File: src/rtl/loctag_scheduler.sv
// loctag_scheduler: powers the detector, averages NSAMP ADC samples and opens a timed
// reflector window on a threshold hit; force_fs overrides everything with a steady reflect.
module loctag_scheduler #(
  parameter int WARMUP_CYC  = 100,
  parameter int NSAMP       = 8,
  parameter int THRESH      = 800,
  parameter int GUARD_CYC   = 50,
  parameter int REFL_CYC    = 5000,
  parameter int HOLDOFF_CYC = 1000,
  parameter int ACK_TMO     = 255
) (
  input  logic        clk,
  input  logic        reset,
  input  logic        trig,
  input  logic        force_fs,
  input  logic [1:0]  mode,
  output logic        det_en,
  output logic        smp_req,
  input  logic        smp_ack,
  input  logic [11:0] smp_data,
  output logic        refl_en,
  output logic        hit,
  output logic        busy,
  output logic        led
);
  localparam int SW = 12 + $clog2(NSAMP);
  localparam logic [SW-1:0] TH_SUM = SW'(THRESH * NSAMP);
  typedef enum logic [2:0] {IDLE, WARM, SAMPLE, DECIDE, GUARD, REFLECT, HOLDOFF} state_t;
  state_t state_q, state_d;
  logic [1:0] trig_s_q, force_s_q, mode_s1_q, mode_s2_q;
  logic trig_prev_q, trig_pe_q;
  logic [15:0] cnt_q, cnt_d, lim;
  logic [6:0] nsmp_q, nsmp_d;
  logic [SW-1:0] sum_q, sum_d;
  logic force_s, ack_ok, cnt_end;
  assign force_s = force_s_q[1];
  assign ack_ok = state_q == SAMPLE && smp_req && smp_ack;
  // In SAMPLE the shared counter measures the current wait for an ack.
  assign lim = state_q == WARM    ? 16'(WARMUP_CYC)  :
               state_q == GUARD   ? 16'(GUARD_CYC)   :
               state_q == REFLECT ? 16'(REFL_CYC)    :
               state_q == HOLDOFF ? 16'(HOLDOFF_CYC) : 16'(ACK_TMO);
  assign cnt_end = cnt_q == lim - 16'd1;
  always_comb begin
    state_d = state_q;
    cnt_d = cnt_q + 16'd1;
    nsmp_d = nsmp_q;
    sum_d = sum_q;
    case (state_q)
      IDLE: begin
        cnt_d = '0;
        if ((mode_s2_q == 2'b01 && trig_pe_q) || mode_s2_q == 2'b10) begin
          state_d = WARM;
          nsmp_d = '0;
          sum_d = '0;
        end else if (mode_s2_q == 2'b11 && trig_pe_q) begin
          state_d = REFLECT;
        end
      end
      WARM:    if (cnt_end) state_d = SAMPLE;
      SAMPLE: begin
        cnt_d = ack_ok ? '0 : cnt_q + {15'd0, smp_req};
        if (ack_ok) begin
          sum_d = sum_q + SW'(smp_data);
          nsmp_d = nsmp_q + 7'd1;
          if (nsmp_q == 7'(NSAMP - 1)) state_d = DECIDE;
        end else if (smp_req && cnt_end) begin
          state_d = HOLDOFF;
        end
      end
      DECIDE:  state_d = sum_q >= TH_SUM ? GUARD : HOLDOFF;
      GUARD:   if (cnt_end) state_d = REFLECT;
      REFLECT: if (cnt_end) state_d = HOLDOFF;
      HOLDOFF: if (cnt_end) state_d = IDLE;
      default: state_d = IDLE;
    endcase
    if (force_s) state_d = IDLE;
    if (state_d != state_q) cnt_d = '0;
  end
  always_ff @(posedge clk) begin
    if (reset) begin
      trig_s_q <= '0;
      force_s_q <= '0;
      mode_s1_q <= '0;
      mode_s2_q <= '0;
      trig_prev_q <= 1'b0;
      trig_pe_q <= 1'b0;
      state_q <= IDLE;
      cnt_q <= '0;
      nsmp_q <= '0;
      sum_q <= '0;
      det_en <= 1'b0;
      smp_req <= 1'b0;
      refl_en <= 1'b0;
      led <= 1'b0;
      hit <= 1'b0;
      busy <= 1'b0;
    end else begin
      trig_s_q <= {trig_s_q[0], trig};
      force_s_q <= {force_s_q[0], force_fs};
      mode_s1_q <= mode;
      mode_s2_q <= mode_s1_q;
      trig_prev_q <= trig_s_q[1];
      trig_pe_q <= trig_s_q[1] & ~trig_prev_q;
      state_q <= state_d;
      cnt_q <= cnt_d;
      nsmp_q <= nsmp_d;
      sum_q <= sum_d;
      det_en <= state_d == WARM || state_d == SAMPLE;
      smp_req <= state_d == SAMPLE && !ack_ok;
      refl_en <= state_d == REFLECT || force_s;
      led <= state_d == REFLECT || force_s;
      hit <= state_d == DECIDE && sum_d >= TH_SUM;
      busy <= state_d != IDLE;
    end
  end
endmodule

File: config.mk
export PLATFORM = sky130hd
export DESIGN_NAME = loctag_scheduler
export DESIGN_NICKNAME = d
export VERILOG_FILES = /design/src/rtl/loctag_scheduler.sv
export SDC_FILE = /design/constraint.sdc
export NUM_CORES = 1
export LEC_CHECK = 0
export BUFFER_PORTS_ARGS = -buffer_cell sky130_fd_sc_hd__buf_2
export CORE_MARGIN = 2
export CORE_UTILIZATION = 30
export DETAILED_ROUTE_END_ITERATION = 16
export GPL_TIMING_DRIVEN = 1
export MAX_ROUTING_LAYER = met4
export PLACE_DENSITY_LB_ADDON = 0.2
export SETUP_SLACK_MARGIN = 0.1
export SYNTH_ARGS = -nofsm -noshare
export SYNTH_HDL_FRONTEND = slang
export SYNTH_SLANG_ARGS = --single-unit
File: constraint.sdc
create_clock -name clk -period 3.1 [get_ports clk]
set_input_delay 0.31 -clock clk [delete_from_list [all_inputs] [get_ports clk]]
set_output_delay 0.31 -clock clk [all_outputs]
set_load 0.02 [all_outputs]
==> qor.yml <==
grt_setup_unrepaired: "false"
maxSlewHeadroom: 0.567
die_w_um: 111
skew_ns: 0.00817
clk_latency_ns: 0.30
clock_sinks: 56
period_needed_ns: 2.75
status: "complete, no violations"
wl_met1_um: 4160
dieArea_um2: 12300
arrival_ns: 2.97
hold_path.class: "input pin to flop"
grt_pass1_vias: 3009
grt_max_degree: 34
routabilityCongestion: 0.850
setup_violations: 0
grt_pass1_wl_um: 14300
pwr-share-seq: 0.506
syn_avg_cell_area_um2: 8.17
cts_tree: "built"
crit_path_end: "hit"
clkPwrFrac: 0.414
drtIter0Drc: 133
wl_met3_um: 279
fin_crit_sh: 0.888
cts_buffers: 5
final-hold-violation-count: 0
worst-setup-path-type: "flop to flop"
cts_root_buf: "clkbuf_16"
via_count: 3183
via_per_inst: 5.44
wire_per_inst_um: 14.3
p_comb_frac: 0.080
final.setup.tns_ns: 0
r2r_slack_ns: 0.35
start_util: 0.311
synthArstFlopShare: 0
reg2reg_to: "hit"
max_cap_viol_count: 0
synth_edf_count: 0
reg2reg_from: "sum_q[0]"
diodes: 0
switching_share: 0.253
h-tree-depth: 2
yosysMostFrequentCell: "dfxtp_1"
syn-cell-area_um2: 3420
detail_route.first_pass.iterations: 4
port_buffers: 24
synthesis.nets: 454
wirelength_um: 8390
synthTopCellsByArea: "dfxtp_1, ha_1, a21oi_1"
ys_ff_latch: 56
tightest_slew_ns: 0.646
slew_violations: 0
cts_max_path_buffers: 2
grt_overflow_total: 0
drive_gt1_frac: 0.155
fmaxAchievable_mhz: 363
utilization: 0.356
ir_drop_v: 0.000258
grt_antenna_before_repair: 0
yosys-top-cells-count: "dfxtp_1, nor2_1, a21oi_1"
yosysTopAreaCellShare: 0.328
area_delta_synth_final_pct: 14.4
synth_top_area_cell: "dfxtp_1"
crit_start: "sum_q[0]"
synth.distinct_cells: 67
yosysSeqAreaShare: 0.328
power.density_nw_per_um2: 371
p_leak_nw: 1.50
drc: 0
worstSetupStartpointType: "flop"
synthFlopType: "dfxtp_1"
die_y_um: 111
crit_path_end_kind: "flop"
rows: 38
critPathRequiredTime_ns: 3.32
final_nets: 480
grt_usage: 0.143
antenna_left: 0
top_level_ports: 25
dp_hpwl_um: 6180
path_clk_slew_ns: 0.08
wl_met2_um: 3820
syn_inst: 418
switchingPower_mw: 0.366
dr.max_layer_used: "met4"
intPower_mw: 1.08
min_from: "mode[1]"
ff2ff_path_depth: 10
core-area_um2: 11000
worstPathMaxFanout: 3
yosysWarnings: 0
[state kept, by name (all words and copies together), names as in the netlist, 2 cells and up]
name,count
sum_q,15
cnt_q,16
mode_s2_q,2
nsmp_q,7
force_s_q,2
trig_s_q,2
mode_s1_q,2
state_q,3
[layout by cell type (no fill, tap or decap), drive strengths merged, types with 8 or more instances in the layout]
| cell | instances |
|---|---|
| a21oi | 40 |
| nor2b | 16 |
| dfxtp | 56 |
| nand3 | 12 |
| ha | 16 |
| nand4 | 10 |
| buf | 42 |
| o211ai | 9 |
| nand2 | 26 |
| nor2 | 53 |
| a22oi | 15 |
| o21ai | 17 |
| inv | 10 |
| xnor2 | 8 |
| a211oi | 9 |
[layout make-up]
cell class              instances  area [um2]
clock buffers                   5         125
clock inverters                 3        25.0
fillers                      1150        7080
inverters                       9        33.8
multi-input cells             330        2160
flip-flops and latches         56        1120
well taps                     140         175
repair buffers                 42         268
[per-stage QoR]
step / hold WS, ns / instances / cell area (um2) / total power [mW] / worst slack, ns
final: 0.207 / 585 / 3910 / 1.45 / 0.347
after detailed placement: 0.379 / 577 / 3750 / 0.866 / 0.120
after global placement: 0.373 / 577 / 3750 / 0.866 / 0.216
after CTS: 0.202 / 585 / 3900 / 1.48 / 0.241
after global routing: 0.212 / 585 / 3910 / 1.51 / 0.121
after floorplan: 0.367 / 418 / 3420 / 0.825 / 0.402
[worst min path at each step]
stage | end | cells after the start
after floorplan | trig_pe_q | 1
after global placement | trig_pe_q | 1
after detailed placement | trig_pe_q | 1
after CTS | mode_s1_q[1] | 2
after global routing | mode_s1_q[1] | 2
final | mode_s1_q[1] | 2
[worst max-delay path, cell delays in order, from the launching register on]
cell and delay [ns]:
dfxtp_1 0.33, ha_1 0.20, fa_1 0.43, a211oi_1 0.23, o21bai_1 0.16, o2111ai_2 0.23, a21oi_1 0.10, a211oi_1 0.28
o211ai_1 0.14, a311o_1 0.33, a311oi_1 0.24
[repair_timing]
item,CTS,global route
resized for setup,0,2
setup buffers,0,0
setup endpoints to repair,0,3
hold buffers,0,0
[power by group through the flow]
stage | registers, mW | clock network [mW] | logic (mW)
floorplan | 0.749 | 0 | 0.0758
global placement | 0.749 | 0 | 0.117
detailed placement | 0.750 | 0 | 0.117
CTS | 0.733 | 0.626 | 0.117
global route | 0.734 | 0.647 | 0.128
finish | 0.732 | 0.600 | 0.116
[cell families after synthesis]
kind of cell / Yosys count / share of synthesized area
AND/OR/NAND/NOR: 154 / 0.228
XOR/XNOR: 15 / 0.0385
adder cells (fa/ha/maj): 17 / 0.0645
flip-flops: 56 / 0.328
multiplexers: 3 / 0.00879
buffers and inverters: 32 / 0.0418
AO/OA/AOI/OAI: 141 / 0.290
[metal layers]
| metal | global-route usage | vias up |
|---|---|---|
| li1 | - | 1615 |
| met1 | 0.183 | 1487 |
| met2 | 0.227 | 67 |
| met3 | 0.0252 | 14 |
| met4 | 0.0500 | 0 |
| met5 | - | - |
No activity file was read; power rests on OpenSTA's default activity.
